$ cat src/rtl/rotate_amount_finder.sv
// rotate_amount_finder: sequential search for the smallest left-rotate amount mapping data onto target.
// Define ROT_FIND_FIXED_LAT_EN for constant 32-candidate latency regardless of data.
module rotate_amount_finder (
  input  logic        clk,
  input  logic        rst,
  input  logic        start,
  input  logic [31:0] data_in,
  input  logic [31:0] target_in,
  output logic        busy,
  output logic        done,
  output logic        found,
  output logic [4:0]  amount_left,
  output logic [4:0]  amount_right
);
  localparam logic [1:0] IDLE   = 2'd0;
  localparam logic [1:0] SEARCH = 2'd1;
  localparam logic [1:0] DONE   = 2'd2;
  logic [1:0]  state_q, state_d;
  logic [31:0] cur_q, cur_d, tgt_q, tgt_d;
  logic [4:0]  k_q, k_d, left_q, left_d, right_q, right_d;
  logic        found_q, found_d, hit;
  assign hit = cur_q == tgt_q;
  always_comb begin
    state_d = state_q;
    cur_d   = cur_q;
    tgt_d   = tgt_q;
    k_d     = k_q;
    found_d = found_q;
    left_d  = left_q;
    right_d = right_q;
    if (state_q == IDLE) begin
      if (start) begin
        cur_d   = data_in;
        tgt_d   = target_in;
        k_d     = 5'd0;
        found_d = 1'b0;
        left_d  = 5'd0;
        right_d = 5'd0;
        state_d = SEARCH;
      end
    end else if (state_q == SEARCH) begin
`ifdef ROT_FIND_FIXED_LAT_EN
      // found_q doubles as the "already captured" flag so later matches never overwrite the smallest k
      if (hit && !found_q) begin
        found_d = 1'b1;
        left_d  = k_q;
        right_d = ~k_q + 5'd1;
      end
      if (k_q == 5'd31) state_d = DONE;
      else begin
        cur_d = {cur_q[30:0], cur_q[31]};
        k_d   = k_q + 5'd1;
      end
`else
      if (hit) begin
        found_d = 1'b1;
        left_d  = k_q;
        right_d = ~k_q + 5'd1;
        state_d = DONE;
      end else if (k_q == 5'd31) begin
        found_d = 1'b0;
        left_d  = 5'd0;
        right_d = 5'd0;
        state_d = DONE;
      end else begin
        cur_d = {cur_q[30:0], cur_q[31]};
        k_d   = k_q + 5'd1;
      end
`endif
    end else begin
      state_d = IDLE;
    end
  end
  always_ff @(posedge clk or posedge rst) begin
    if (rst) begin
      state_q <= IDLE;
      cur_q   <= '0;
      tgt_q   <= '0;
      k_q     <= '0;
      found_q <= 1'b0;
      left_q  <= '0;
      right_q <= '0;
    end else begin
      state_q <= state_d;
      cur_q   <= cur_d;
      tgt_q   <= tgt_d;
      k_q     <= k_d;
      found_q <= found_d;
      left_q  <= left_d;
      right_q <= right_d;
    end
  end
  assign busy         = state_q == SEARCH;
  assign done         = state_q == DONE;
  assign found        = found_q;
  assign amount_left  = left_q;
  assign amount_right = right_q;
endmodule

$ cat config.mk
export PLATFORM = sky130hd
export DESIGN_NAME = rotate_amount_finder
export DESIGN_NICKNAME = d
export VERILOG_FILES = /design/src/rtl/rotate_amount_finder.sv
export SDC_FILE = /design/constraint.sdc
export NUM_CORES = 1
export LEC_CHECK = 0
export ABC_CLOCK_PERIOD_IN_PS = 3300
export BUFFER_PORTS_ARGS = -buffer_cell sky130_fd_sc_hd__buf_2
export CAP_MARGIN = 20
export CORE_MARGIN = 4
export CORE_UTILIZATION = 25
export CTS_BUF_LIST = sky130_fd_sc_hd__clkbuf_2
export CTS_CLUSTER_SIZE = 20
export DETAILED_ROUTE_END_ITERATION = 12
export GPL_ROUTABILITY_DRIVEN = 0
export MAX_ROUTING_LAYER = met4
export PLACE_DENSITY_LB_ADDON = 0.2
export SLEW_MARGIN = 20
export SYNTH_ARGS = -nofsm -noshare
export SYNTH_HDL_FRONTEND = slang
export SYNTH_SLANG_ARGS = --single-unit
$ cat constraint.sdc
create_clock -name clk -period 3.3 [get_ports clk]
set_clock_uncertainty 0.2 [all_clocks]
set_input_delay 0.33 -clock clk [delete_from_list [all_inputs] [get_ports clk]]
set_output_delay 0.33 -clock clk [all_outputs]
set_load 0.05 [all_outputs]
==> metrics.md <==
| Metric | Value |
|---|---|
| DR vias | 2648 |
| Initial antenna violation count | 0 |
| IO Count | 80 |
| Max Slew Vio Count | 0 |
| Core area | 0.0158 mm^2 |
| # resized after CTS | 0 |
| Post-synth ARST share | 1.00 |
| Final period utilization | 0.830 |
| Final setup vio count | 0 |
| Tot Pwr | 4.38 mW |
| Syn Inst Count | about 280 |
| Clk root buf | clkbuf_2 |
| Number of global-route vias before repair | 2805 |
| Outcome | complete, no violations |
| Reg2reg path depth | 7 |
| Fin. Hold Viols | 0 |
| Post-synth net total | 351 |
| CP Data Arrival Time | 3.00 ns |
| Post-DR wirelength/cell | approximately 15 um |
| Worst r2r src | k_q[0]$_DFFE_PP0P_ |
| Total Routing Usage GR | 0.115 |
| Placed inst area | around 0.0047 mm^2 |
| IO Port Bufs | 79 |
| TNS Setup | 0 ns |
| Worst setup path start | k_q[0]$_DFFE_PP0P_ |
| Core Util, Final | 0.342 |
| Startpoint Class | flip-flop |
| Synth Warn # | 0 |
| EDFF count, synth | 0 |
| Die ar. | around 0.018 mm^2 |
| Register area share after synthesis | 0.505 |
| Most frequent cell after synthesis | dfrtp_1 |
| Overflow left after global routing | 0 |
| Critical Path End Type | flip-flop |
| Reg clk slew, reported paths | 0.24 ns |
| Crit Path Class | reg -> reg |
| First-pass iteration count of the detailed router | 4 |
| Sinks on the clock net | 81 |
| Filler Cell Count | 1610 |
| Crit-path max FO | 34 |
| WP data required | 3.56 ns |
| Post-synth top area share | 0.505 |
| Post-layout min period | 2.74 ns |
| Synthesized cell area | 0.00401 mm^2 |
| Vias per inst | just over 4 |
| DRT iter0 DRCs | 78 |
| Setup bufs post-CTS | 0 |
| RSZ-0062 raised after global routing | no |
| Hold Crit Class | in -> async |
| Worst slew pin tran | around 0.86 ns |
| Drt drc | 0 |
| Largest net degree at the start of global routing | 47 |
| Layout cells sized above 1 | 0.465 |
| Yosys top cell by area | dfrtp_1 |
| Cts bufs inserted | 9 |
| Sequential Area | 0.00203 mm^2 |
| Reg2Reg Setup Slack | between 0.5 and 0.6 ns |
| CTS max path bufs | 2 |
| Syn_area_per_cell | 14.3 um^2 |
| Antenna Cells | 0 |
| Cell Rows | between 40 and 50 |
| Die Span X | roughly 130 um |
| Die height | approximately 130 um |
| Final ANT Viol Nets | 0 |
| #FFs+latches synth | approximately 80 |
| Clock latency on the worst-skew pair | 0.57 ns |
| Rel. slew slack | 0.427 |
| Initial Util | 0.253 |
| Hold-fix buffers at CTS | 66 |
| Max cap viols | 0 |
| Final HPWL DP | around 7000 um |
| Worst slack, placed | 0.607 ns |
| RR Endpoint | cur_q[15]$_DFFE_PP0P_ |
| Synth unique cells | 35 |
| Power Density | a little over 800 mW/mm^2 |
| TritonCTS clock tree | built |
| Leak | between 2 and 3 nW |
| Final setup margin | between 0.5 and 0.6 ns |
| FMAX | 0.365 GHz |
| Crit path capture | cur_q[15]$_DFFE_PP0P_ |
| Wirelength, routed | 9690 um |
| Largest cells by area after synthesis | dfrtp_1 51%, mux2_2 19%, mux2_4 10% |
| Area growth from synthesis to layout | 35.0% |
| Fin area | ~0.0054 mm^2 |
| VDD IR max | between 0.3 and 0.4 mV |
| Multi-input logic area | 0.00190 mm^2 |
| Final nets | ~500 |
| H-tree levels | 3 |
| Dominant synthesized flop cell | dfrtp_1 |
| First-pass GRT wire length | between 15000 and 20000 um |
| Post-synth top cells | 81 x dfrtp_1, 69 x mux2_2, 33 x xor2_1, 28 x mux2_4, 9 x a22o_1 |
metal layers:
metal  global-route usage  routed length [um]  vias to the layer above
li1                     -                   -                     1302
met1                0.154                4700                     1282
met2                0.167                4430                       54
met3               0.0335                 422                       10
met4               0.0390                 142                        0
met5                    -                   0                        -
final cells by class:
class,count,area share
flip-flops and latches,81,0.374
multi-input cells,182,0.350
repair buffers,149,0.205
well taps,216,0.0499
clock buffers,10,0.00924
clock inverters,6,0.00647
inverters,6,0.00439
worst min-delay path by stage:
stage	start	end	cells past startpoint	slack, ns
after detailed placement	found$_DFFE_PP0P_	found$_DFFE_PP0P_	1	0.27
after CTS	rst	amount_left[1]$_DFFE_PP0P_	3	0.20
after floorplan	target_in[26]	tgt_q[26]$_DFFE_PP0P_	1	0.28
final	rst	amount_left[1]$_DFFE_PP0P_	3	0.21
after global placement	found$_DFFE_PP0P_	found$_DFFE_PP0P_	1	0.27
after global routing	rst	amount_left[0]$_DFFE_PP0P_	3	0.20
kinds of logic (layout without fill, tap and decap cells):
family | after synthesis | in the layout | synth area share
flops | 81 | 81 | 0.505
buf+inv | 18 | 171 | 0.0237
xor+xnor | 35 | 35 | 0.0764
simple gates | 26 | 26 | 0.0406
mux | 99 | 99 | 0.303
fa+ha+maj | 3 | 3 | 0.00936
compound gates | 19 | 19 | 0.0412
registers in the layout, indices dropped and copies added, names as in the netlist:
name          cells
cur_q            32
tgt_q            32
amount_left       5
k_q               5
amount_right      4
state_q           2
found             1
cells in the final DEF (no fill, tap or decap), types with 3 or more instances in the layout:
cell type	count
mux2_4	28
dfrtp_1	81
buf_2	79
nor2_1	4
inv_1	5
mux2_2	69
a22o_1	9
nor4_1	8
dlygate4sd3_1	66
ha_1	3
xor2_1	33
clkinvlp_4	3
clkbuf_2	10
critical path, stage by stage, from the launching register on:
cell and delay [ns]:
dfrtp_1 0.50, ha_1 0.24, and3_1 0.19, ha_1 0.22, or3_1 0.46, o21ai_4 0.17, buf_12 0.27, mux2_2 0.36
report_power, final:
group          switching (mW)  total (mW)  leakage [nW]  internal, mW
logic                   0.798        2.08          1.49          1.28
registers               0.401        1.84         0.982          1.44
clock network           0.362       0.457        0.0490        0.0947
total                    1.56        4.38          2.52          2.82
metrics by stage:
| step | instances | hold WS, ns |
|---|---|---|
| detailed placement | 568 | 0.268 |
| global route | 650 | 0.199 |
| global placement | 568 | 0.268 |
| finish | 650 | 0.205 |
| floorplan | 281 | 0.281 |
| CTS | 650 | 0.201 |
(Power assumes the default switching activity.)
